[src/rtl/button_conditioner.sv]
// Conditions the three active-low game buttons into synchronized, debounced,
// active-high levels with one-cycle press/release strobes and a long-press flag.
//
// state        | meaning
// RELEASED     | stable released, waiting for the synchronized input to go high
// PRESS_PEND   | input high, counting consecutive high cycles
// PRESSED      | stable pressed, waiting for the synchronized input to go low
// RELEASE_PEND | input low, counting consecutive low cycles
module button_conditioner #(
    parameter int DEBOUNCE_CYCLES = 1_000_000,
    parameter int HOLD_CYCLES     = 100_000_000
) (
    input  logic       clk,
    input  logic       reset,
    input  logic [2:0] btn_n,
    output logic [2:0] btn_level,
    output logic [2:0] btn_press,
    output logic [2:0] btn_release,
    output logic [2:0] btn_hold
);

    localparam int DW = $clog2(DEBOUNCE_CYCLES);
    localparam int HW = $clog2(HOLD_CYCLES + 1);
    localparam logic [DW-1:0] DB_LAST  = DW'(DEBOUNCE_CYCLES - 1);
    localparam logic [HW-1:0] HOLD_MAX = HW'(HOLD_CYCLES);

    typedef enum logic [1:0] {
        RELEASED,
        PRESS_PEND,
        PRESSED,
        RELEASE_PEND
    } state_t;

    // Synchronizer flops keep the raw active-low polarity so reset means released.
    logic [2:0]    meta_n;
    logic [2:0]    sync_n;
    logic [2:0]    s;
    state_t        state    [3];
    logic [DW-1:0] db_cnt   [3];
    logic [HW-1:0] hold_cnt [3];

    assign s = ~sync_n;

    always_ff @(posedge clk) begin
        if (reset) begin
            meta_n      <= '1;
            sync_n      <= '1;
            btn_level   <= '0;
            btn_press   <= '0;
            btn_release <= '0;
            btn_hold    <= '0;
            for (int i = 0; i < 3; i++) begin
                state[i]    <= RELEASED;
                db_cnt[i]   <= '0;
                hold_cnt[i] <= '0;
            end
        end else begin
            meta_n <= btn_n;
            sync_n <= meta_n;
            for (int i = 0; i < 3; i++) begin
                btn_press[i]   <= 1'b0;
                btn_release[i] <= 1'b0;

                if (!btn_level[i]) begin
                    hold_cnt[i] <= '0;
                end else if (hold_cnt[i] != HOLD_MAX) begin
                    hold_cnt[i] <= hold_cnt[i] + 1'b1;
                end
                btn_hold[i] <= btn_level[i] && (hold_cnt[i] == HOLD_MAX);

                case (state[i])
                    RELEASED: begin
                        if (s[i]) begin
                            state[i]  <= PRESS_PEND;
                            db_cnt[i] <= DW'(1);
                        end
                    end
                    PRESS_PEND: begin
                        if (!s[i]) begin
                            state[i]  <= RELEASED;
                            db_cnt[i] <= '0;
                        end else if (db_cnt[i] == DB_LAST) begin
                            state[i]     <= PRESSED;
                            db_cnt[i]    <= '0;
                            btn_level[i] <= 1'b1;
                            btn_press[i] <= 1'b1;
                        end else begin
                            db_cnt[i] <= db_cnt[i] + 1'b1;
                        end
                    end
                    PRESSED: begin
                        if (!s[i]) begin
                            state[i]  <= RELEASE_PEND;
                            db_cnt[i] <= DW'(1);
                        end
                    end
                    RELEASE_PEND: begin
                        if (s[i]) begin
                            state[i]  <= PRESSED;
                            db_cnt[i] <= '0;
                        end else if (db_cnt[i] == DB_LAST) begin
                            state[i]       <= RELEASED;
                            db_cnt[i]      <= '0;
                            btn_level[i]   <= 1'b0;
                            btn_release[i] <= 1'b1;
                            // hold must drop on the same edge as the level
                            btn_hold[i]    <= 1'b0;
                        end else begin
                            db_cnt[i] <= db_cnt[i] + 1'b1;
                        end
                    end
                    default: begin
                        state[i]  <= RELEASED;
                        db_cnt[i] <= '0;
                    end
                endcase
            end
        end
    end

endmodule

[config.mk]
export PLATFORM = sky130hd
export DESIGN_NAME = button_conditioner
export DESIGN_NICKNAME = d
export VERILOG_FILES = /design/src/rtl/button_conditioner.sv
export SDC_FILE = /design/constraint.sdc
export NUM_CORES = 1
export LEC_CHECK = 0
export CORE_ASPECT_RATIO = 1.25
export CORE_UTILIZATION = 55
export CTS_CLUSTER_DIAMETER = 30
export CTS_CLUSTER_SIZE = 40
export DETAILED_ROUTE_END_ITERATION = 8
export GPL_TIMING_DRIVEN = 1
export PLACE_DENSITY = 0.72
export SLEW_MARGIN = 40
export SYNTH_ARGS = -nofsm -noshare
export SYNTH_HDL_FRONTEND = slang
export SYNTH_SLANG_ARGS = --single-unit
export TNS_END_PERCENT = 20
[constraint.sdc]
create_clock -name clk -period 3.8 [get_ports clk]
set_input_delay 0.76 -clock clk [delete_from_list [all_inputs] [get_ports clk]]
set_output_delay 0.76 -clock clk [all_outputs]
set_load 0.01 [all_outputs]
==> summary.md <==
The worst hold path belongs to the class flip-flop to flip-flop. The synthesized area per cell is 10.32 um2. Compared with the post-synthesis result, the final layout area differs by 10.61%. The power per cell area is 517.0 nW/um2. The area of the die was 16620 um2; the share of synthesized registers carrying an async set or reset was 0. In the final routed layout, each cell accounts on average for 15.82 um. The final clock period utilization by the worst path works out to 0.7642. The setup path with the least slack is of type flip-flop to flip-flop. The tools report the TritonCTS buffer count as 17. The net count of the finished layout is 881. The logs give 11.43 mm for the HPWL reported at the end of detailed placement and 0 for the initial antenna violation count. The count of flip-flops with a built-in enable after synthesis is 147, and the wire length of the first global-routing pass is 28.47 mm.

The number of gates given a new drive strength after cts is 0. The logs give 0 for the final number of hold-violating endpoints and 0 for the count of hold buffers inserted by post-cts repair. The final routed DRC violation total was 0; the max-slew headroom at the worst pin was 0.5057.

The run gives 0 as the count of maximum capacitance violations. The tools report the final antenna diode count as 0. The run finished with clean final reports. The leftover overflow at the end of global routing is 0. The worst setup path is captured at a flip-flop.

Via count of the first global-routing pass: 6070. The data arrival time of the critical path was 3040 ps. The worst-case IR drop observed on VDD is 0.3537 mV. The overall die height was 143.9 um; the count of port buffers added during placement was 16. Setup violations remaining at the end of the flow were counted as 0. The routed layout has 6338 vias. Element type at the critical path start: a flip-flop.

TritonCTS built the clock tree. The clock period could shrink to 2904 ps. The run gives 0.5665 as the starting density of the core. For the number of nets in the synthesized netlist, the log shows 872. Maximum fanout count along the critical path: 20. The dominant synthesized flop cell is sky130_fd_sc_hd__edfxtp_1. For the required time at the endpoint of the critical path, the log shows 3940 ps. Setup repair after global routing left no endpoint under its margin. After synthesis the cells add up to 8857 um2. The post-CTS clock slew at the launch and capture registers of the worst setup and hold paths came out at 60 ps. The root buffer selected by CTS is sky130_fd_sc_hd__clkbuf_16.

The remaining antenna violation count is 0, and the post-synthesis instance total is 858. For this run, the number of Yosys warnings is 0. In this run the post-CTS setup repair buffer count came out at 0.

The number of ports placed on the die boundary was 17. The die is 115.5 um wide. The total wirelength of the detailed-routed design is 17.28 mm.

After synthesis the netlist holds a flip-flop and latch count of 165. The analysis attributes to cell leakage a power of 0.003276 uW. The top cell types in the final layout, fill and taps aside, are 171 x sky130_fd_sc_hd__nor2_1, 147 x sky130_fd_sc_hd__edfxtp_1, 87 x sky130_fd_sc_hd__xor2_1. CTS built an H-tree with a depth of 4. Total iterations of the first detailed-routing run: 5. Worst-skew pair later-pin latency: 420 ps. The fraction of layout cells with a size suffix above 1 was 0.06364.

The max-slew violation total from the final report is 0. CTS saw 165 sinks. The area of the core was 15630 um2. Counting distinct cell types in the post-synthesis netlist gives 52. The tightest hold path in the finished design has a slack of 411.1 ps. Summed negative setup slack over all endpoints: 0 ps.

The library cell used most frequently in the layout, excluding fill and tap cells, is sky130_fd_sc_hd__nor2_1. For the pin with the worst max-slew slack, the measured transition is 735.3 ps. The worst clock skew was 7.908 ps. At the end of routability-driven placement, the weighted congestion stood at 0.8262. Maximum clock path buffer count: 2. Timing would allow up to 0.3444 GHz.

The share of the yosys chip area belonging to registers was 0.5391. Dividing the detail-routed via count by the number of cells gives 5.804. The floorplan has 51 rows. The run gives 29 as the pin count of the biggest net entering global routing.

The aggregate global-route resource usage was 0.2182; the number of DRC violations after detailed-routing iteration 0 was 429. The layout has 1230 filler cells.
synthesized netlist by cell type (9+ instances only):
cell type,n,share of area
sky130_fd_sc_hd__edfxtp_1,147,0.50
sky130_fd_sc_hd__and3_1,24,0.017
sky130_fd_sc_hd__xnor2_1,50,0.049
sky130_fd_sc_hd__nand3_1,72,0.041
sky130_fd_sc_hd__clkbuf_1,17,0.0072
sky130_fd_sc_hd__inv_1,20,0.0085
sky130_fd_sc_hd__nor4_1,16,0.011
sky130_fd_sc_hd__dfxtp_1,18,0.041
sky130_fd_sc_hd__xor2_1,87,0.086
sky130_fd_sc_hd__a21oi_1,10,0.0057
sky130_fd_sc_hd__ha_1,9,0.013
sky130_fd_sc_hd__nand4_1,36,0.025
sky130_fd_sc_hd__nor2_1,171,0.072
sky130_fd_sc_hd__nor3_1,21,0.012
sky130_fd_sc_hd__nand2_1,56,0.024
sky130_fd_sc_hd__and4_1,11,0.011
sky130_fd_sc_hd__and2_1,10,0.0071
where the power goes:
group	leakage, uW	total [uW]	switching [uW]	internal, uW
combinational	0.00110	627	354	273
sequential	0.00189	2660	346	2310
clock	0.000295	1780	685	1100
cell families (layout without fill, tap and decap cells):
family	after synthesis	after routing	share of synthesized area
fa+ha+maj	9	9	0.01271
mux	1	1	0.001130
simple gates	467	467	0.2653
xor+xnor	137	137	0.1355
buf+inv	51	73	0.02514
compound gates	28	28	0.02119
flops	165	165	0.5391
final timing paths:
path                      from     endpoint  slack (ps)  cells after the start
setup reg to reg  db_cnt[1][8]  state[1][1]         900                      5
hold reg to reg      meta_n[0]    sync_n[0]         410                      1
hold / removal       meta_n[0]    sync_n[0]         410                      1
setup / recovery  db_cnt[1][8]  state[1][1]         900                      5
layer usage:
| metal | track usage | vias to the layer above | share of wire | wire, um |
|---|---|---|---|---|
| li1 | - | 3080 | - | - |
| met1 | 0.2800 | 3111 | 0.46 | 7870 |
| met2 | 0.3612 | 125 | 0.49 | 8546 |
| met3 | 0.04218 | 22 | 0.033 | 574 |
| met4 | 0.08817 | 0 | 0.016 | 285 |
| met5 | 0 | - | 0 | 0 |
flip-flops by register name, indices dropped and copies added (netlist names):
signal       flops
hold_cnt        81
db_cnt          60
state            6
btn_hold         3
btn_level        3
btn_press        3
btn_release      3
meta_n           3
sync_n           3
area by class of cell:
class                   instances  area (um2)  share of cell area
clock inverters                10       126.4             0.01290
repair buffers                 21       192.7             0.01967
well taps                     212       265.3             0.02708
inverters                      20       75.07            0.007663
flip-flops and latches        165        4775              0.4874
multi-input cells             642        3879              0.3959
clock buffers                  22       484.2             0.04943
per-stage QoR:
step           cell area (um2)  instances  setup WS [ps]    util  power, uW
2_1_floorplan             8857        858           1110       -       3115
3_3_place_gp              9173       1060          706.3  0.5867       3259
3_5_place_dp              9184       1060          632.3  0.5874       3300
4_1_cts                   9794       1092          876.4  0.6265       5074
5_1_grt                   9797       1092          744.5  0.6267       5253
6_report                  9797       1092          896.1  0.6267       5065
worst max-delay path: stages, from the launching register on:
cell	delay (ps)
sky130_fd_sc_hd__edfxtp_1	450
sky130_fd_sc_hd__or4b_1	550
sky130_fd_sc_hd__nor4_1	430
sky130_fd_sc_hd__and2_1	350
sky130_fd_sc_hd__or3_1	570
sky130_fd_sc_hd__and2_1	260
Note: power is estimated with default switching activity, not from simulation.
